[src/rtl/mc_pkg.sv]
// mc_pkg: shared state codes, opcodes, alu_op codes and control word for the multicycle controller
package mc_pkg;
  typedef enum logic [3:0] {
    FETCH  = 4'd0,
    DECODE = 4'd1,
    MEMADR = 4'd2,
    MEMRD  = 4'd3,
    MEMWB  = 4'd4,
    MEMWR  = 4'd5,
    EXEC   = 4'd6,
    ALUWB  = 4'd7,
    BRANCH = 4'd8,
    ADDIEX = 4'd9,
    ADDIWB = 4'd10,
    JUMP   = 4'd11
  } state_t;
  localparam logic [5:0] OP_R    = 6'b000000;
  localparam logic [5:0] OP_LW   = 6'b100011;
  localparam logic [5:0] OP_SW   = 6'b101011;
  localparam logic [5:0] OP_BEQ  = 6'b000100;
  localparam logic [5:0] OP_J    = 6'b000010;
  localparam logic [5:0] OP_ADDI = 6'b001000;
  localparam logic [1:0] ALU_ADD   = 2'b00;
  localparam logic [1:0] ALU_SUB   = 2'b01;
  localparam logic [1:0] ALU_FUNCT = 2'b10;
  typedef struct packed {
    logic       pc_write;
    logic       pc_write_cond;
    logic       iord;
    logic       mem_read;
    logic       mem_write;
    logic       ir_write;
    logic       mem_to_reg;
    logic       reg_write;
    logic       reg_dst;
    logic       alu_src_a;
    logic [1:0] alu_src_b;
    logic [1:0] alu_op;
    logic [1:0] pc_source;
    logic       illegal;
  } ctrl_t;
  function automatic logic legal_op(input logic [5:0] op);
    return op inside {OP_R, OP_LW, OP_SW, OP_BEQ, OP_J, OP_ADDI};
  endfunction
endpackage

[src/rtl/multicycle_ctrl_decode.sv]
// multicycle_ctrl_decode: state -> control word (in: state, rdy, opcode; out: ctrl), purely combinational
module multicycle_ctrl_decode
  import mc_pkg::*;
(
  input  state_t     state,
  input  logic       rdy,
  input  logic [5:0] opcode,
  output ctrl_t      ctrl
);
  always_comb begin
    ctrl = '0;
    case (state)
      FETCH: begin
        ctrl.mem_read  = 1'b1;
        ctrl.alu_src_b = 2'b01;
        ctrl.alu_op    = ALU_ADD;
        ctrl.ir_write  = rdy;
        ctrl.pc_write  = rdy;
      end
      DECODE: begin
        ctrl.alu_src_b = 2'b11;
        ctrl.alu_op    = ALU_ADD;
        ctrl.illegal   = !legal_op(opcode);
      end
      MEMADR: begin
        ctrl.alu_src_a = 1'b1;
        ctrl.alu_src_b = 2'b10;
        ctrl.alu_op    = ALU_ADD;
      end
      MEMRD: begin
        ctrl.mem_read = 1'b1;
        ctrl.iord     = 1'b1;
      end
      MEMWB: begin
        ctrl.reg_write  = 1'b1;
        ctrl.mem_to_reg = 1'b1;
      end
      MEMWR: begin
        ctrl.mem_write = 1'b1;
        ctrl.iord      = 1'b1;
      end
      EXEC: begin
        ctrl.alu_src_a = 1'b1;
        ctrl.alu_op    = ALU_FUNCT;
      end
      ALUWB: begin
        ctrl.reg_write = 1'b1;
        ctrl.reg_dst   = 1'b1;
      end
      BRANCH: begin
        ctrl.alu_src_a     = 1'b1;
        ctrl.alu_op        = ALU_SUB;
        ctrl.pc_write_cond = 1'b1;
        ctrl.pc_source     = 2'b01;
      end
      ADDIEX: begin
        ctrl.alu_src_a = 1'b1;
        ctrl.alu_src_b = 2'b10;
        ctrl.alu_op    = ALU_ADD;
      end
      ADDIWB: ctrl.reg_write = 1'b1;
      JUMP: begin
        ctrl.pc_write  = 1'b1;
        ctrl.pc_source = 2'b10;
      end
      default: ctrl = '0;
    endcase
  end
endmodule

[src/rtl/multicycle_control.sv]
// multicycle_control: multicycle MIPS control FSM (in: clk, reset_n, opcode, mem_ready; out: datapath enables/selects, state, illegal)
module multicycle_control
  import mc_pkg::*;
#(
  parameter bit IGNORE_READY = 1'b0
) (
  input  logic       clk,
  input  logic       reset_n,
  input  logic [5:0] opcode,
  input  logic       mem_ready,
  output logic       pc_write,
  output logic       pc_write_cond,
  output logic       iord,
  output logic       mem_read,
  output logic       mem_write,
  output logic       ir_write,
  output logic       mem_to_reg,
  output logic       reg_write,
  output logic       reg_dst,
  output logic       alu_src_a,
  output logic [1:0] alu_src_b,
  output logic [1:0] alu_op,
  output logic [1:0] pc_source,
  output logic [3:0] state,
  output logic       illegal
);
  state_t st, nx;
  ctrl_t dc, c;
  logic rdy;
  assign rdy = IGNORE_READY || mem_ready;
  always_ff @(posedge clk or negedge reset_n)
    if (!reset_n) st <= FETCH;
    else st <= nx;
  always_comb begin
    nx = FETCH;
    case (st)
      FETCH:  nx = rdy ? DECODE : FETCH;
      DECODE: nx = (opcode == OP_LW || opcode == OP_SW) ? MEMADR :
                   opcode == OP_R    ? EXEC   :
                   opcode == OP_BEQ  ? BRANCH :
                   opcode == OP_ADDI ? ADDIEX :
                   opcode == OP_J    ? JUMP   : FETCH;
      MEMADR: nx = opcode == OP_SW ? MEMWR : MEMRD;
      MEMRD:  nx = rdy ? MEMWB : MEMRD;
      MEMWR:  nx = rdy ? FETCH : MEMWR;
      EXEC:   nx = ALUWB;
      ADDIEX: nx = ADDIWB;
      default: nx = FETCH;
    endcase
  end
  multicycle_ctrl_decode u_decode (
    .state (st),
    .rdy   (rdy),
    .opcode(opcode),
    .ctrl  (dc)
  );
  // Gate with reset_n so FETCH's mem_read is not visible while reset is held.
  assign c             = reset_n ? dc : '0;
  assign pc_write      = c.pc_write;
  assign pc_write_cond = c.pc_write_cond;
  assign iord          = c.iord;
  assign mem_read      = c.mem_read;
  assign mem_write     = c.mem_write;
  assign ir_write      = c.ir_write;
  assign mem_to_reg    = c.mem_to_reg;
  assign reg_write     = c.reg_write;
  assign reg_dst       = c.reg_dst;
  assign alu_src_a     = c.alu_src_a;
  assign alu_src_b     = c.alu_src_b;
  assign alu_op        = c.alu_op;
  assign pc_source     = c.pc_source;
  assign illegal       = c.illegal;
  assign state         = st;
endmodule

[config.mk]
export PLATFORM = sky130hd
export DESIGN_NAME = multicycle_control
export DESIGN_NICKNAME = d
export VERILOG_FILES = /design/src/rtl/mc_pkg.sv /design/src/rtl/multicycle_ctrl_decode.sv /design/src/rtl/multicycle_control.sv
export SDC_FILE = /design/constraint.sdc
export NUM_CORES = 1
export LEC_CHECK = 0
export ABC_AREA = 1
export BUFFER_PORTS_ARGS = -buffer_cell sky130_fd_sc_hd__buf_4
export CAP_MARGIN = 40
export CORE_MARGIN = 2
export CORE_UTILIZATION = 35
export DETAILED_ROUTE_END_ITERATION = 12
export GPL_TIMING_DRIVEN = 0
export MAX_ROUTING_LAYER = met4
export PLACE_DENSITY = 0.63
export SYNTH_ARGS = -nofsm -noshare
export SYNTH_HDL_FRONTEND = slang
export SYNTH_HIERARCHICAL = 1
export SYNTH_SLANG_ARGS = --single-unit
[constraint.sdc]
create_clock -name clk -period 1.1 [get_ports clk]
set_input_delay 0.055 -clock clk [delete_from_list [all_inputs] [get_ports clk]]
set_output_delay 0.055 -clock clk [all_outputs]
set_load 0.005 [all_outputs]
==> out/results.tsv <==
metric	value	unit
p_per_area	1670	nW/um^2
crit_arrival	1.36	ns
dp_slack	-0.194	ns
crit_path_end_kind	output port	
setup_viol	21	
cap_violations	0	
final_area	1250	um^2
hpwl	1540	um
cts_sinks	4	
track_usage	0.184	
path_class	reg2out	
antenna_found_initial	0	
timing.slew.headroom	0.831	
rsz0062_at_grt	yes	
cpPeakStageDelay	0.42	ns
drive_gt1_frac	0.410	
peakVddDrop	1.57	mV
dieArea	2600	um^2
detail-route-antenna-nets	0	
port_buffers	29	
finalHoldViolations	0	
routed_wl	2150	um
h-tree-depth	1	
fin_hold_ws	0.176	ns
synth_fp_nets	168	
dieHeight	51	um
netlist_area	773	um^2
yosysWarnings	6	
seq_area	105	um^2
fin_crit	1.42	ns
start_util	0.360	
area.growth.synth_to_final	62.0	%
place_area	1030	um^2
cp_max_fo	4	
syn-mean-instance-area	4.86	um^2
dr.pass1.iters	4	
crit_required	1.04	ns
instances_no_fill	233	
hold_class	in2reg	
multiInputGateArea	552	um^2
gp_congestion	0.879	
min_period_over_period	1.29	
synthTopCellsByArea	nand2_1 (24%), inv_1 (20%), dfrtp_1 (13%)	
seq_area_frac_synth	0.129	
num_vias	1024	
leakage	0.851	nW
ys_types	20	
fmax	706	MHz
final_util	0.583	
netlist_instances	159	
crit_chain	buf_6 > nor2_4 > nand2_2 > o22ai_2 > nand2_1 > inv_1 > buf_4	
largest_register_ffs	4	
grt_pass1_vias	920	
cp-start-kind	register	
clock_path_buffers	2	
avgRoutedWirePerCell	9.22	um
cts_tree	done	
failed_checks	negative setup slack	
ioPinCount	30	
skew	0.0123	ns
clock-root-buffer	clkbuf_4	
grt_pass1_wl	3690	um
synth-seq-cells	4	
cts_buffers	3	
nets	216	
fillers	209	
grt_max_degree	11	
gr-total-overflow	0	
drc	0	
place_inst	216	
insertion_delay	0.24	ns
worst_slew_pin_slew	0.252	ns
fp-row-count	17	
synth_top_area_frac	0.238	
status	finished, violations left	
viasPerCell	4.39	
die_w	51	um
antenna_cells	0	
finalWorstSetupSlack	-0.316	ns
dr.first_iter.drc_count	9	
cpMaxStageDelayCell	dfrtp_2	
core-area	2150	um^2
path_clk_slew	0.05	ns
finalMaxSlewViolations	0	
yosys.area.top_type	nand2_1	
[worst max-delay path: cells and delay by family (launching register included)]
| kind | cells | cell delay (ns) |
|---|---|---|
| DFF | 1 | 0.42 |
| AOI/OAI and AO/OA | 1 | 0.10 |
| and+or+nand+nor | 3 | 0.33 |
| buffers and inverters | 3 | 0.27 |
[path summary, 6_finish.rpt]
| check | endpoint | start | slack [ns] | depth (start not counted) |
|---|---|---|---|---|
| min in group asynchronous | state[0] | reset_n | 0.19 | 2 |
| worst max-delay path | pc_write | state[3] | -0.32 | 7 |
| max in group asynchronous | state[1] | reset_n | 0.69 | 2 |
| worst min register to register | state[3] | state[2] | 0.81 | 4 |
| worst min-delay path | state[0] | mem_ready | 0.18 | 5 |
| worst max register to register | state[2] | state[1] | -0.20 | 6 |
[cells in the mapped netlist (all sizes together)]
library cell / n
a21oi: 2
a22oi: 1
buf: 4
clkinv: 1
dfrtp: 4
inv: 43
nand2: 51
nand3: 13
nand4: 1
nor2: 33
nor3: 1
o21ai: 1
o21bai: 1
o22ai: 2
or2: 1
[report_power, final]
group | switching (mW) | internal, mW | total, mW
clock | 0.0679 | 0.123 | 0.191
sequential | 0.104 | 0.203 | 0.307
combinational | 0.815 | 0.778 | 1.59
[what timing repair did]
action | in CTS | in global routing
hold buffers | 1 | 0
gates resized for setup | 16 | 14
endpoints found under the setup margin | 18 | 21
pin swaps | 3 | 10
hold endpoints to repair | 4 | 0
buffers inserted | 11 | 4
[placed cells by master, fill, tap and decap left out]
| cell | n |
|---|---|
| nand3_1 | 12 |
| nand2_1 | 44 |
| inv_2 | 8 |
| a21oi_2 | 2 |
| clkbuf_4 | 3 |
| buf_2 | 2 |
| nor3_4 | 1 |
| nand3_2 | 1 |
| o21ai_1 | 1 |
| nor2_4 | 6 |
| or2_0 | 1 |
| buf_4 | 38 |
| clkinv_1 | 1 |
| nor2_1 | 24 |
| buf_6 | 6 |
| o21bai_1 | 1 |
| inv_1 | 35 |
| a22oi_2 | 1 |
| nor2_2 | 3 |
| dlygate4sd3_1 | 1 |
| nand4_1 | 1 |
| nand2_2 | 7 |
| o22ai_2 | 2 |
| dfrtp_2 | 4 |
[stage by stage]
stage / TNS [ns] / power (mW)
after floorplan: 0 / 1.02
after global routing: -6.79 / 2.30
final: -5.00 / 2.09
after detailed placement: -1.81 / 1.41
after global placement: -1.50 / 1.39
after CTS: -4.43 / 1.91
[kinds of logic after synthesis]
family / synth area share
flops: 0.129
compound gates: 0.0615
simple gates: 0.563
buf+inv: 0.246
[metal layers]
| metal | track usage | vias to the layer above | wire (um) |
|---|---|---|---|
| met4 | 0.0495 | 0 | 50 |
| met2 | 0.346 | 30 | 1130 |
| met1 | 0.199 | 433 | 866 |
| met5 | - | - | 0 |
| li1 | - | 555 | - |
| met3 | 0.0292 | 6 | 102 |
[cell type report]
class | instances | area share
flip-flops and latches | 4 | 0.0839
plain buffers | 4 | 0.0200
clock buffers | 3 | 0.0180
multi-input cells | 107 | 0.441
well taps | 28 | 0.0280
repair buffers | 43 | 0.278
inverters | 44 | 0.132
No activity file was read; power rests on OpenSTA's default activity.
